$ cat src/rtl/glb_weight_fetch_if.sv
// glb_weight_fetch_if
// Bundles the weight-GLB read port and the PE weight stream that
// glb_weight_fetch sits between. The master side is the fetch engine. The
// slave side is the environment: the GLB, which returns r_data one cycle
// after read_req, and the downstream scratchpad, which drives o_ready.

interface glb_weight_fetch_if #(
  parameter int DATA_BITWIDTH = 16,
  parameter int ADDR_BITWIDTH = 10
);

  // GLB read port
  logic                     read_req;
  logic [ADDR_BITWIDTH-1:0] r_addr;
  logic [DATA_BITWIDTH-1:0] r_data;

  // Weight stream towards the PE scratchpad
  logic                     o_valid;
  logic                     o_ready;
  logic [DATA_BITWIDTH-1:0] o_data;
  logic                     o_last;

  modport master (
    output read_req,
    output r_addr,
    input  r_data,
    output o_valid,
    input  o_ready,
    output o_data,
    output o_last
  );

  modport slave (
    input  read_req,
    input  r_addr,
    output r_data,
    input  o_valid,
    output o_ready,
    input  o_data,
    input  o_last
  );

endinterface

$ cat src/rtl/glb_weight_fetch.sv
// glb_weight_fetch
// Read-side initiator for the weight global buffer. A start command launches
// a burst of single-word GLB reads. The returned words are captured at the
// GLB's fixed one-cycle latency into a 4-entry skid FIFO and streamed to the
// PE weight scratchpad over valid/ready. The GLB cannot stall, so a read is
// only issued while fifo_count + inflight leaves room for its return word.
//
// Optional feature: define FETCH_STRIDE_EN to add the stride port. The
// address then advances by stride per word instead of by 1.

module glb_weight_fetch #(
  parameter int DATA_BITWIDTH = 16,
  parameter int ADDR_BITWIDTH = 10,
  parameter int CNT_BITWIDTH  = 10
) (
  input  logic                     clk,
  input  logic                     reset,
  input  logic                     start,
  input  logic [ADDR_BITWIDTH-1:0] base_addr,
  input  logic [CNT_BITWIDTH-1:0]  word_cnt,
`ifdef FETCH_STRIDE_EN
  input  logic [ADDR_BITWIDTH-1:0] stride,
`endif
  output logic                     busy,
  output logic                     done,
  glb_weight_fetch_if.master       bus
);

  typedef enum logic [1:0] {
    IDLE,
    ISSUE,
    DRAIN
  } state_t;

  localparam int FIFO_DEPTH = 4;

  state_t                   state;
  logic [ADDR_BITWIDTH-1:0] addr_q;
  logic [ADDR_BITWIDTH-1:0] addr_step;
  logic [CNT_BITWIDTH-1:0]  issue_left;
  logic                     last_popped;

  // Return pipeline: one bit per cycle of GLB latency, plus the tag that
  // marks the burst's final word.
  logic                     inflight;
  logic                     inflight_last;

  // Skid FIFO storage and pointers
  logic [DATA_BITWIDTH-1:0] fifo_data [FIFO_DEPTH];
  logic [FIFO_DEPTH-1:0]    fifo_tag;
  logic [1:0]               wr_ptr;
  logic [1:0]               rd_ptr;
  logic [2:0]               fifo_count;

  logic                     credit_ok;
  logic                     issue;
  logic                     push;
  logic                     pop;

`ifdef FETCH_STRIDE_EN
  logic [ADDR_BITWIDTH-1:0] stride_q;
  assign addr_step = stride_q;
`else
  assign addr_step = ADDR_BITWIDTH'(1);
`endif

  // The credit test uses only registered terms. The word that is requested
  // in this cycle lands in the FIFO two cycles later. By then every word
  // counted here has been pushed, so the FIFO never has to hold more than 4.
  assign credit_ok = (fifo_count + {2'b00, inflight}) < 3'(FIFO_DEPTH);
  assign issue     = (state == ISSUE) && (issue_left != '0) && credit_ok;
  assign push      = inflight;
  assign pop       = bus.o_valid && bus.o_ready;

  assign bus.read_req = issue;
  assign bus.r_addr   = addr_q;

  // The outputs come straight from registered FIFO state. They are zeroed
  // while the FIFO is empty, so stale entries never show on the bus.
  assign bus.o_valid = (fifo_count != 3'd0);
  assign bus.o_data  = bus.o_valid ? fifo_data[rd_ptr] : '0;
  assign bus.o_last  = bus.o_valid & fifo_tag[rd_ptr];

  assign busy = (state != IDLE);

  // Track the read issued in the previous cycle and whether it was the last one
  always_ff @(posedge clk) begin
    if (reset) begin
      inflight      <= 1'b0;
      inflight_last <= 1'b0;
    end else begin
      inflight      <= issue;
      inflight_last <= issue && (issue_left == CNT_BITWIDTH'(1));
    end
  end

  // Skid FIFO: capture r_data only when a read was issued last cycle; pop on handshake
  always_ff @(posedge clk) begin
    if (reset) begin
      for (int i = 0; i < FIFO_DEPTH; i++) begin
        fifo_data[i] <= '0;
      end
      fifo_tag   <= '0;
      wr_ptr     <= 2'd0;
      rd_ptr     <= 2'd0;
      fifo_count <= 3'd0;
    end else begin
      if (push) begin
        fifo_data[wr_ptr] <= bus.r_data;
        fifo_tag[wr_ptr]  <= inflight_last;
        wr_ptr            <= wr_ptr + 2'd1;
      end
      if (pop) begin
        rd_ptr <= rd_ptr + 2'd1;
      end
      case ({push, pop})
        2'b10:   fifo_count <= fifo_count + 3'd1;
        2'b01:   fifo_count <= fifo_count - 3'd1;
        default: fifo_count <= fifo_count;
      endcase
    end
  end

  // Burst controller: latch the command, walk the addresses, signal completion
  always_ff @(posedge clk) begin
    if (reset) begin
      state       <= IDLE;
      addr_q      <= '0;
      issue_left  <= '0;
      last_popped <= 1'b0;
      done        <= 1'b0;
`ifdef FETCH_STRIDE_EN
      stride_q    <= '0;
`endif
    end else begin
      done <= 1'b0;
      if (pop && fifo_tag[rd_ptr]) begin
        last_popped <= 1'b1;
      end
      case (state)
        IDLE: begin
          if (start) begin
            if (word_cnt == '0) begin
              done <= 1'b1;
            end else begin
              addr_q      <= base_addr;
              issue_left  <= word_cnt;
              last_popped <= 1'b0;
`ifdef FETCH_STRIDE_EN
              stride_q    <= stride;
`endif
              state       <= ISSUE;
            end
          end
        end
        ISSUE: begin
          if (issue) begin
            addr_q     <= addr_q + addr_step;
            issue_left <= issue_left - CNT_BITWIDTH'(1);
            if (issue_left == CNT_BITWIDTH'(1)) begin
              state <= DRAIN;
            end
          end
        end
        DRAIN: begin
          if (!inflight && (fifo_count == 3'd0) && last_popped) begin
            done  <= 1'b1;
            state <= IDLE;
          end
        end
        default: state <= IDLE;
      endcase
    end
  end

endmodule
$ cat src/flat_wrapper.sv
// flat-port wrapper written by rule: the top's interface ports become plain ports
module glb_weight_fetch_flat 
#(
  parameter int DATA_BITWIDTH = 16,
  parameter int ADDR_BITWIDTH = 10,
  parameter int CNT_BITWIDTH  = 10
)
  (clk, reset, start, base_addr, word_cnt, busy, done, bus_read_req, bus_r_addr, bus_r_data, bus_o_valid, bus_o_ready, bus_o_data, bus_o_last);
  glb_weight_fetch_if #(.DATA_BITWIDTH(DATA_BITWIDTH), .ADDR_BITWIDTH(ADDR_BITWIDTH)) bus_i ();
  input  logic clk;
  input  logic reset;
  input  logic start;
  input  logic [ADDR_BITWIDTH-1:0] base_addr;
  input  logic [CNT_BITWIDTH-1:0] word_cnt;
  output logic busy;
  output logic done;
  output wire logic [$bits(bus_i.read_req)-1:0] bus_read_req;
  output wire logic [$bits(bus_i.r_addr)-1:0] bus_r_addr;
  input wire logic [$bits(bus_i.r_data)-1:0] bus_r_data;
  output wire logic [$bits(bus_i.o_valid)-1:0] bus_o_valid;
  input wire logic [$bits(bus_i.o_ready)-1:0] bus_o_ready;
  output wire logic [$bits(bus_i.o_data)-1:0] bus_o_data;
  output wire logic [$bits(bus_i.o_last)-1:0] bus_o_last;
  assign bus_read_req = bus_i.read_req;
  assign bus_r_addr = bus_i.r_addr;
  assign bus_i.r_data = bus_r_data;
  assign bus_o_valid = bus_i.o_valid;
  assign bus_i.o_ready = bus_o_ready;
  assign bus_o_data = bus_i.o_data;
  assign bus_o_last = bus_i.o_last;
  glb_weight_fetch #(.DATA_BITWIDTH(DATA_BITWIDTH), .ADDR_BITWIDTH(ADDR_BITWIDTH), .CNT_BITWIDTH(CNT_BITWIDTH)) u_core (.clk(clk), .reset(reset), .start(start), .base_addr(base_addr), .word_cnt(word_cnt), .busy(busy), .done(done), .bus(bus_i));
endmodule
$ cat config.mk
export PLATFORM = sky130hd
export DESIGN_NAME = glb_weight_fetch_flat
export DESIGN_NICKNAME = d
export VERILOG_FILES = /design/src/rtl/glb_weight_fetch_if.sv /design/src/rtl/glb_weight_fetch.sv /design/src/flat_wrapper.sv
export SDC_FILE = /design/constraint.sdc
export NUM_CORES = 1
export LEC_CHECK = 0
export ABC_AREA = 1
export BUFFER_PORTS_ARGS = -buffer_cell sky130_fd_sc_hd__clkbuf_2
export CAP_MARGIN = 20
export CORE_MARGIN = 1
export CORE_UTILIZATION = 35
export DETAILED_ROUTE_END_ITERATION = 7
export PLACE_DENSITY = 0.62
export RECOVER_POWER = 50
export SLEW_MARGIN = 20
export SYNTH_ARGS = -nofsm -noshare
export SYNTH_HDL_FRONTEND = slang
export SYNTH_SLANG_ARGS = --single-unit
$ cat constraint.sdc
create_clock -name clk -period 2.5 [get_ports clk]
set_input_delay 0.125 -clock clk [delete_from_list [all_inputs] [get_ports clk]]
set_output_delay 0.125 -clock clk [all_outputs]
set_load 0.05 [all_outputs]
Yosys cells after proc, flatten, opt, wreduce, memory -nomap -nowiden. Memory sizes are Yosys's and may differ from the RTL's. A register that Yosys moved wholly into a read port is not among the register bits. Index checks and enable logic that the tools add are counted.

Register bits after elaboration: 37. Bits in writable memories: 64. Bits of input ports: 40. Word-level logic and storage cells: 93. Memories kept: 1.

Memory list: u_core.fifo_data (depth 4, width 16, rd ports 1, clocked after Yosys merged registers in 1, write ports 4, line glb_weight_fetch.sv:49) `logic [DATA_BITWIDTH-1:0] fifo_data [FIFO_DEPTH];`.

Add/subtract/negate cells: 7. Magnitude comparators: 4. Eq/ne operators: 10. Muxes and demuxes: 39. Bitwise operators: 1. Reductions and logical operators: 20.

Operators with widths (number): $mux W10 (6); $pmux W10 S2 (2); $mux W16 (2); $mux W2 (8); $reduce_or A16 Y1 (1); $mux W1 (15); $add A10 B1 Y10 const B (1); $eq A10 B1 Y1 const B (1); $logic_not A10 Y1 (1); $reduce_bool A10 Y1 (1); $sub A10 B1 Y10 const B (1); $logic_and A1 B1 Y1 (8); $lt A2 B3 Y1 const B (2); $ne A2 B2 Y1 const B (3); $pmux W2 S3 (1); $pmux W3 S2 (1); $reduce_bool A2 Y1 (3); $reduce_and A5 Y1 (1); $add A2 B1 Y2 const B (2); $bwmux W4 (1); $eq A2 B1 Y1 const B (2); $eq A2 B2 Y1 const B (2); $ne A2 B1 Y1 const B (2); $reduce_and A4 Y1 (1); other kinds (13) (13).

Longest topological paths before layout. Gate-level depths: netlist of run 1.

Word-level depth: 7. Gate-level depth with buffers: 11. Depth with buffers taken out: 11.

Worst setup path before layout of run 1. No wires, ideal clock.

Kind: flip-flop to flip-flop. From: register u_core.inflight. To: memory u_core.fifo_data[3][0] (enable). Library setup time: 409 ps. Arrival time: 1901 ps. Slack: 190 ps. Stages on the path, launching flop included: 4. Period minus slack after synthesis: 2310 ps. Cells stage by stage: dfxtp_1 > buf_1 > nor2_1 > nor3_1.

RTL lines: start, declared (line glb_weight_fetch.sv:45) `logic inflight;`; start signal, assigned (line glb_weight_fetch.sv:92) `inflight <= issue;`; end, declared (line glb_weight_fetch.sv:49).

==> results of run 1 <==
registers in the layout, indices dropped and copies added, names as in the netlist, named ones only:
register and count:
u_core.fifo_data 64, u_core.bus.r_addr 10, u_core.issue_left 10, u_core.fifo_tag 4
u_core.fifo_count 3, u_core.rd_ptr 2, u_core.state 2, u_core.wr_ptr 2
u_core.done 1, u_core.inflight 1, u_core.inflight_last 1, u_core.last_popped 1
per-stage QoR:
step	worst slack, ns	area (µm²)
6_report	0.387	5930
5_1_grt	0.139	5930
4_1_cts	0.376	5980
3_5_place_dp	0.576	5680
3_3_place_gp	0.581	5680
2_1_floorplan	0.190	5140
cell type report:
| class | instances | area [µm²] |
|---|---|---|
| Clock buffer | 9 | 225 |
| Timing Repair Buffer | 84 | 428 |
| Inverter | 59 | 224 |
| Sequential cell | 103 | 2700 |
| Fill cell | 1465 | 8170 |
| Clock inverter | 7 | 76.3 |
| Multi-Input combinational cell | 447 | 2050 |
| Tap cell | 180 | 225 |
power breakdown:
| group | internal [mW] | total, mW | switching (mW) |
|---|---|---|---|
| combinational | 0.272 | 1.05 | 0.781 |
| clock | 0.787 | 1.44 | 0.654 |
| sequential | 1.92 | 2.00 | 0.0826 |
| total | 2.98 | 4.49 | 1.52 |
kinds of logic after synthesis:
family,Yosys count
AOI/OAI and AO/OA,106
xor gates and xnor gates,5
adders and majority gates,10
buffers and inverters,86
DFF,103
muxes,1
and+or+nand+nor,325
path summary, 6_finish.rpt:
kind                     endpoint  slack, ns  depth (start not counted)
min reg2reg    u_core.fifo_tag[2]       0.48                          2
min                   u_core.done       0.08                          3
max reg2reg  u_core.bus.r_addr[0]       0.39                          8
max                bus_o_data[14]       0.39                          6
critical path, delay by kind of cell (launching register included):
| family | cells | cell delay [ns] |
|---|---|---|
| AO/OA/AOI/OAI | 2 | 0.32 |
| flip-flops | 1 | 0.56 |
| buffers and inverters | 2 | 0.61 |
| AND/OR/NAND/NOR | 2 | 0.14 |
cell usage after synthesis, drive strengths merged:
cell type,number
a32o,1
edfxtp,64
o21ai,46
nand4,6
xnor2,1
nand3,27
clkbuf,14
inv,59
a31oi,1
a21oi,53
mux2i,1
o21bai,4
ha,9
fa,1
nand2,120
buf,13
a211oi,1
dfxtp,39
nor2,167
nand3b,1
nor3,4
xor2,4
layout by cell type (no fill, tap or decap):
| cell type | count |
|---|---|
| xor2_1 | 4 |
| a31oi_1 | 1 |
| dfxtp_1 | 39 |
| nor3_2 | 1 |
| nand3b_1 | 1 |
| nand2_1 | 117 |
| inv_2 | 1 |
| edfxtp_1 | 64 |
| fa_1 | 1 |
| clkinv_2 | 2 |
| nor2_4 | 1 |
| ha_1 | 9 |
| nand3_1 | 26 |
| inv_6 | 2 |
| o21ai_1 | 2 |
| nor3_1 | 3 |
| clkbuf_16 | 9 |
| mux2i_1 | 1 |
| o21ai_0 | 43 |
| clkinvlp_4 | 1 |
| xnor2_1 | 1 |
| a21oi_1 | 53 |
| inv_1 | 56 |
| buf_4 | 10 |
| o21ai_2 | 1 |
| nand3_4 | 1 |
| nor2_1 | 166 |
| bufinv_16 | 1 |
| a211oi_1 | 1 |
| a32o_1 | 1 |
| clkinv_1 | 1 |
| clkbuf_1 | 14 |
| nand2_2 | 3 |
| o21bai_1 | 4 |
| inv_4 | 1 |
| clkbuf_2 | 60 |
| nand4_1 | 6 |
| inv_8 | 1 |
metal layers:
metal  global-route usage (%)  part of all wire, %
met1                     22.2                   46
met2                     29.5                   47
met3                     3.74                  6.1
met4                     5.20                  1.0
met5                        0                    0
==> results.py, run 1 <==
metrics = {
    "clocking": {
        "clk_latency_ns": 0.35,
        "path_clk_slew_ns": 0.07,
        "root_buffer": "clkbuf_16",
        "ctsHoldBuffers": 0,
        "cts.sinks": 103,
        "cts_setup_buffers": 0,
        "h-tree-depth": 3,
        "ctsResizeCount": 0,
        "cts_made_buffers": 9,
        "cts_tree": "yes",
        "clock_path_buffers": 2,
    },
    "sta": {
        "period_share_pct": 84.5,
        "finalSetupViolCount": 0,
        "fmax_ghz": 0.473,
        "drv_slew": 0,
        "worstMarginPinSlew_ns": 0.737,
        "final.min_clock_period_ns": 2.11,
        "setup_tns_ns": 0,
        "fin_skew_ns": 0.00751,
        "hold_slack_ns": 0.0833,
        "hold_viol": 0,
        "rsz0062_at_grt": "false",
        "slew_headroom_pct": 50.9,
    },
    "logic_synthesis": {
        "synth_area_um2": 5140,
        "synthMuxAreaShare_pct": 0.195,
        "syn_inst": 636,
        "synth_top_cell_area_share_pct": 37.4,
        "yosys_warnings": 0,
        "synth.distinct_cells": 34,
        "ys_ff_latch": 103,
        "yosys-top-cells-area": "edfxtp_1 (37%), dfxtp_1 (15%), nor2_1 (12%), nand2_1 (8.5%), a21oi_1 (5.2%)",
        "synthSimpleGateAreaFrac_pct": 25.8,
        "synth_top_family_by_area": "simple AND/OR/NAND/NOR gates",
        "synth_xor_area_share_pct": 0.852,
        "syn_area_per_cell_um2": 8.08,
        "synthAdderAreaFrac_pct": 2.58,
        "yosysSeqAreaShare_pct": 52.6,
        "synth_compound_area_share_pct": 10.8,
        "syn_nets": 686,
        "yosysTopAreaCell": "edfxtp_1",
    },
    "global_routing": {
        "grt_pass1_wl_mm": 20.4,
        "grt_pass1_vias": 4274,
        "grt_max_degree": 33,
        "track_usage_pct": 17.4,
        "grt-ovfl-total": 0,
        "antenna_found_initial": 0,
    },
    "floorplanning": {
        "fp-row-count": 43,
        "dieArea_um2": 15200,
        "die_w_um": 123,
        "coreArea_um2": 14100,
        "initial_core_util_pct": 36.4,
        "die_h_um": 123,
        "pin_count": 71,
    },
    "worst_hold_path": {
        "holdCritStartpoint": "start",
        "hp-class": "input port to register",
    },
    "detailed_routing": {
        "drc_errors": 0,
        "vias": 4437,
        "detail-route-antenna-nets": 0,
        "dr.pass1.iters": 5,
        "first_iter_violations": 386,
        "wl_per_cell_um": 14.1,
        "via_per_inst": 4.99,
        "routed_wl_mm": 12.6,
    },
    "critical_path": {
        "cpMaxStageDelayCell": "dfxtp_1",
        "timing.rr.start": "u_core.state[0]",
        "crit_required_ns": 2.38,
        "max_stage_delay_ns": 0.56,
        "worstSetupPathType": "register to output port",
        "crit_path_start_kind": "register",
        "crit_top_cell": "nor2_1",
        "cp.arrival_ns": 1.99,
        "cp_cell_sequence": "buf_4, nor2_1, nor2_1, o21ai_0, a21oi_1, clkbuf_2",
        "endpoint_kind": "output port",
        "crit_path_max_fanout": 16,
    },
    "pwr": {
        "power_mw": 4.49,
        "powerDensity_nw_per_um2": 757,
        "leakage_nw": 2.55,
        "max-vdd-ir-drop_uv": 380,
    },
    "place": {
        "routabilityCongestion": 0.808,
        "dp_hpwl_mm": 8.78,
        "numPortBuffers": 70,
        "placed_cells": 873,
    },
    "final_layout": {
        "final_cells": 889,
        "final_util_pct": 42.1,
        "drive_gt1_share_pct": 13.4,
        "area_growth_pct": 15.4,
        "insertedDiodeCount": 0,
        "final_nets": 754,
    },
    "flow_run": {
        "max_cap_violations": 0,
    },
    "run_status": {
        "status": "finished, final reports clean",
    },
}
Power figures use the tool's default switching activity.
==> run 2: changes to the inputs <==
==> constraint.sdc (replaced) <==
create_clock -name clk -period 1.72 [get_ports clk]
set_input_delay 0.086 -clock clk [delete_from_list [all_inputs] [get_ports clk]]
set_output_delay 0.086 -clock clk [all_outputs]
set_load 0.05 [all_outputs]
==> run 2 against run 1 <==
The flow now finishes with violations (negative setup slack). Critical path depth is 4 higher. Die area did not move. Count of clock-buffer cells in the layout rose by 1. Global-route usage grew 0.36 points. Critical path type is now register to register. Highest routed layer unchanged.
==> results.py, run 2 (synthesis gave the netlist of run 1 again) <==
metrics = {
    "final_layout": {
        "top_register": "u_core.fifo_data",
        "drive_gt1_share_pct": 23.9,
        "largest_reg_flops": 64,
        "most-common-layout-cells": "nor2_1 (153), nand2_1 (113), edfxtp_1 (64)",
        "final_nets": 787,
        "final_util_pct": 47.8,
        "insertedDiodeCount": 0,
        "fin_area_um2": 6740,
        "area_growth_pct": 31.2,
        "final_common_cell": "nor2_1",
    },
    "run_status": {
        "violations": "negative setup slack",
        "status": "finished, violations left",
    },
    "clocking": {
        "cts_tree": "yes",
        "clock_path_buffers": 2,
        "path_clk_slew_ns": 0.08,
        "cts.sinks": 103,
        "ctsHoldBuffers": 0,
        "clk_latency_ns": 0.36,
        "h-tree-depth": 3,
        "root_buffer": "clkbuf_16",
        "cts_made_buffers": 9,
    },
    "global_routing": {
        "grt-ovfl-total": 0,
        "antenna_found_initial": 0,
        "track_usage_pct": 17.8,
        "grt_pass1_vias": 4147,
        "grt_max_degree": 20,
        "grt_pass1_wl_mm": 20.3,
    },
    "critical_path": {
        "worstSetupPathType": "register to register",
        "crit_required_ns": 2.01,
        "crit_path_max_fanout": 2,
        "crit_path_start_kind": "register",
        "endpoint_kind": "register",
        "cp.arrival_ns": 2.03,
    },
    "place": {
        "postPlaceCellArea_um2": 5950,
        "dp_hpwl_mm": 8.27,
        "numPortBuffers": 70,
        "detailedPlace.worstSlack_ns": -0.0109,
        "routabilityCongestion": 0.868,
    },
    "sta": {
        "slew_headroom_pct": 54.3,
        "worstMarginPinSlew_ns": 0.686,
        "hold_slack_ns": 0.0340,
        "fmax_ghz": 0.575,
        "final.min_clock_period_ns": 1.74,
        "finalSetupViolCount": 1,
        "hold_viol": 0,
        "rsz0062_at_grt": "true",
        "layout_setup_ws_ns": -0.0190,
        "drv_slew": 0,
        "period_share_pct": 101,
        "fin_skew_ns": 0.0104,
    },
    "floorplanning": {
        "dieArea_um2": 15200,
        "initial_core_util_pct": 36.4,
        "die_h_um": 123,
        "coreArea_um2": 14100,
        "die_w_um": 123,
        "fp-row-count": 43,
        "pin_count": 71,
    },
    "pwr": {
        "leakage_nw": 2.87,
        "powerDensity_nw_per_um2": 1090,
        "max-vdd-ir-drop_uv": 493,
        "power_mw": 7.34,
    },
    "detailed_routing": {
        "drc_errors": 0,
        "dr.pass1.iters": 4,
        "routed_wl_mm": 13.2,
        "wl_per_cell_um": 14.3,
        "detail-route-antenna-nets": 0,
        "vias": 4494,
        "via_per_inst": 4.87,
        "first_iter_violations": 418,
    },
    "flow_run": {
        "max_cap_violations": 0,
    },
    "worst_hold_path": {
        "hp-class": "input port to register",
    },
}
[run 2: area by class of cell]
| class | count | area, µm² |
|---|---|---|
| Clock buffer | 10 | 239 |
| Clock inverter | 6 | 86.3 |
| Fill cell | 1351 | 7360 |
| Timing Repair Buffer | 116 | 995 |
| Tap cell | 180 | 225 |
| Multi-Input combinational cell | 448 | 2240 |
| Sequential cell | 103 | 2710 |
| Inverter | 59 | 244 |
[run 2: metal layers]
layer / vias to the layer above / GRT usage (%) / part of all wire, %
met5: - / 0 / 0
met4: 0 / 6.48 / 1.6
met3: 17 / 2.91 / 5.3
met2: 132 / 31.2 / 48
met1: 2070 / 21.8 / 45
li1: 2275 / - / -
[run 2: what timing repair did]
item	4_1_cts	5_1_grt
endpoints found under the hold margin	0	0
pin swaps	5	13
gates cloned	3	2
resized for setup	52	53
buffers inserted	6	5
setup endpoints to repair	19	39
[run 2: report_power, final]
part | leakage [nW] | total (mW) | switching [mW] | internal, mW
logic | 1.72 | 2.21 | 1.35 | 0.857
registers | 0.984 | 2.90 | 0.113 | 2.79
clock network | 0.160 | 2.24 | 1.02 | 1.21
[run 2: stage by stage]
stage | TNS (ns) | std cells
after floorplan | -1.84 | 636
after global placement | 0 | 890
after detailed placement | -0.0109 | 890
after CTS | -0.0572 | 915
after global routing | -1.34 | 922
final | -0.0190 | 922
[run 2: final timing paths]
kind	slack, ns	end	cells after the start	startpoint
max	-0.02	u_core.fifo_count[1]	10	u_core.fifo_count[2]
min	0.03	u_core.issue_left[2]	3	word_cnt[2]
max reg2reg	-0.02	u_core.fifo_count[1]	10	u_core.fifo_count[2]
min reg2reg	0.47	u_core.fifo_tag[2]	2	u_core.fifo_tag[2]
[run 2: critical path, stage by stage (launching register included)]
cell        delay [ns]
dfxtp_4           0.35
nor3_4            0.23
clkinvlp_4        0.14
nand2_2           0.08
inv_2             0.05
ha_4              0.15
inv_4             0.05
fa_2              0.41
nor2_1            0.09
a21oi_1           0.04
nor2_1            0.08
==> run 3: changes to the inputs <==
--- a/config.mk
+++ b/config.mk
@@ -8,10 +8,11 @@
 export ABC_AREA = 1
 export BUFFER_PORTS_ARGS = -buffer_cell sky130_fd_sc_hd__clkbuf_2
 export CAP_MARGIN = 20
+export CORE_ASPECT_RATIO = 1.1
 export CORE_MARGIN = 1
 export CORE_UTILIZATION = 35
 export DETAILED_ROUTE_END_ITERATION = 7
-export PLACE_DENSITY = 0.62
+export PLACE_DENSITY_LB_ADDON = 0.08
 export RECOVER_POWER = 50
 export SLEW_MARGIN = 20
 export SYNTH_ARGS = -nofsm -noshare
==> run 3 against run 2 <==
The run now ends clean. Global-route usage increased by 0.43 points. Via count decreased by 1.6%. Utilization decreased by 2.4 points. Critical path type unchanged. Critical endpoint unchanged.
==> results.py, run 3 (synthesis gave the netlist of run 1 again) <==
metrics = {
    "sta": {
        "rsz0062_at_grt": "true",
        "hold_slack_ns": 0.0301,
        "fmax_ghz": 0.587,
        "layout_setup_ws_ns": 0.0168,
        "slew_headroom_pct": 59.7,
        "worstMarginPinSlew_ns": 0.606,
        "fin_skew_ns": 0.00859,
        "hold_viol": 0,
        "period_share_pct": 99.0,
        "setup_tns_ns": 0,
        "finalSetupViolCount": 0,
        "drv_slew": 0,
        "final.min_clock_period_ns": 1.70,
    },
    "global_routing": {
        "grt_pass1_vias": 4406,
        "antenna_found_initial": 0,
        "grt-ovfl-total": 0,
        "track_usage_pct": 18.2,
        "grt_pass1_wl_mm": 21.4,
        "grt_max_degree": 22,
    },
    "detailed_routing": {
        "drc_errors": 0,
        "via_per_inst": 4.74,
        "routed_wl_mm": 12.9,
        "dr.pass1.iters": 4,
        "first_iter_violations": 160,
        "detail-route-antenna-nets": 0,
        "wl_per_cell_um": 13.8,
        "vias": 4420,
    },
    "final_layout": {
        "final_common_cell": "nor2_1",
        "insertedDiodeCount": 0,
        "most-common-layout-cells": "nor2_1 (158), nand2_1 (113), edfxtp_1 (64)",
        "final_nets": 786,
        "largest_reg_flops": 64,
        "area_growth_pct": 27.1,
        "final_util_pct": 45.4,
        "top_register": "u_core.fifo_data",
        "drive_gt1_share_pct": 21.9,
    },
    "critical_path": {
        "worstSetupPathType": "register to register",
        "cp.arrival_ns": 1.99,
        "crit_path_max_fanout": 2,
        "crit_required_ns": 2.00,
        "crit_path_start_kind": "register",
        "cp_cell_sequence": "nor3_4, clkinvlp_4, nand2_2, inv_2, ha_4, inv_2, fa_2, nor2_1, a21oi_1, nor2_1",
        "crit_family": "adder cells",
        "rrSetupSlack_ns": 0.02,
        "max_stage_delay_ns": 0.42,
        "crit_buf_inv": 3,
        "cpMaxStageDelayCell": "fa_2",
        "endpoint_kind": "register",
    },
    "pwr": {
        "power_switching_mw": 2.27,
        "powerDensity_nw_per_um2": 1080,
        "power_mw": 7.02,
        "swShare_pct": 32.3,
        "p_comb_share_pct": 27.2,
        "p_clk_share_pct": 31.4,
        "max-vdd-ir-drop_uv": 547,
        "seqPwrFrac_pct": 41.3,
        "leakage_nw": 2.76,
        "intPower_mw": 4.75,
    },
    "place": {
        "dp_hpwl_mm": 9.01,
        "routabilityCongestion": 0.799,
        "numPortBuffers": 70,
        "detailedPlace.worstSlack_ns": -0.0570,
    },
    "floorplanning": {
        "pin_count": 71,
        "die_h_um": 129,
        "dieArea_um2": 15200,
        "initial_core_util_pct": 35.7,
        "die_w_um": 118,
        "fp-row-count": 46,
        "coreArea_um2": 14400,
    },
    "clocking": {
        "clk_latency_ns": 0.35,
        "cts_tree": "yes",
        "h-tree-depth": 3,
        "cts_made_buffers": 9,
        "root_buffer": "clkbuf_16",
        "path_clk_slew_ns": 0.07,
        "cts.sinks": 103,
        "clock_path_buffers": 2,
        "ctsHoldBuffers": 0,
    },
    "worst_hold_path": {
        "hp-class": "input port to register",
    },
    "flow_run": {
        "max_cap_violations": 0,
    },
    "run_status": {
        "status": "finished, final reports clean",
    },
}
==> run 3: cell count changes in the layout (fill, tap and decap cells not counted), moves of 5 or more <==
| cell | previous run | this run |
|---|---|---|
| clkbuf_8 | 7 | 2 |
| nor2_1 | 153 | 158 |
| buf_4 | 33 | 38 |
| o21ai_0 | 17 | 35 |
| o21ai_1 | 26 | 9 |
==> run 3: path summary, 6_finish.rpt <==
| kind | startpoint | end | depth (start not counted) |
|---|---|---|---|
| setup reg to reg | u_core.fifo_count[0] | u_core.fifo_count[1] | 10 |
| setup / recovery | u_core.fifo_count[0] | u_core.fifo_count[1] | 10 |
| hold / removal | base_addr[2] | u_core.bus.r_addr[2] | 3 |
| hold reg to reg | u_core.fifo_tag[0] | u_core.fifo_tag[0] | 2 |
==> run 3: tightest hold or removal path: stages <==
cell	delay, ns
clkbuf_2	0.08
a21oi_1	0.05
a21oi_1	0.12
==> run 3: final cells by class <==
cell class,instances,area [µm²]
Clock inverter,6,92.6
Fill cell,1495,7860
Clock buffer,10,229
Tap cell,192,240
Sequential cell,103,2710
Inverter,59,234
Timing Repair Buffer,116,858
Multi-Input combinational cell,447,2160
==> run 3: repair_timing <==
item | 4_1_cts | 5_1_grt
endpoints found under the setup margin | 34 | 36
resized for setup | 24 | 34
pin swaps | 1 | 6
setup buffers | 2 | 3
==> run 3: power groups by stage <==
stage	Combinational (mW)	Clock (mW)	Sequential, mW
finish	1.91	2.21	2.90
global route	2.10	2.36	2.92
CTS	1.87	2.26	2.90
detailed placement	1.79	0	2.95
global placement	1.77	0	2.95
floorplan	1.16	0	3.00
==> run 3: through the flow <==
stage,cell area [µm²],instances
after floorplan,5230,636
after global placement,6040,912
after detailed placement,6040,912
after CTS,6480,930
after global routing,6530,933
final,6530,933
==> run 3: routing by layer <==
layer | share of wire (%) | vias to the layer above | track usage (%)
li1 | - | 2258 | -
met1 | 43 | 2064 | 20.8
met2 | 52 | 83 | 34.5
met3 | 3.4 | 15 | 2.55
met4 | 1.7 | 0 | 7.09
met5 | 0 | - | 0
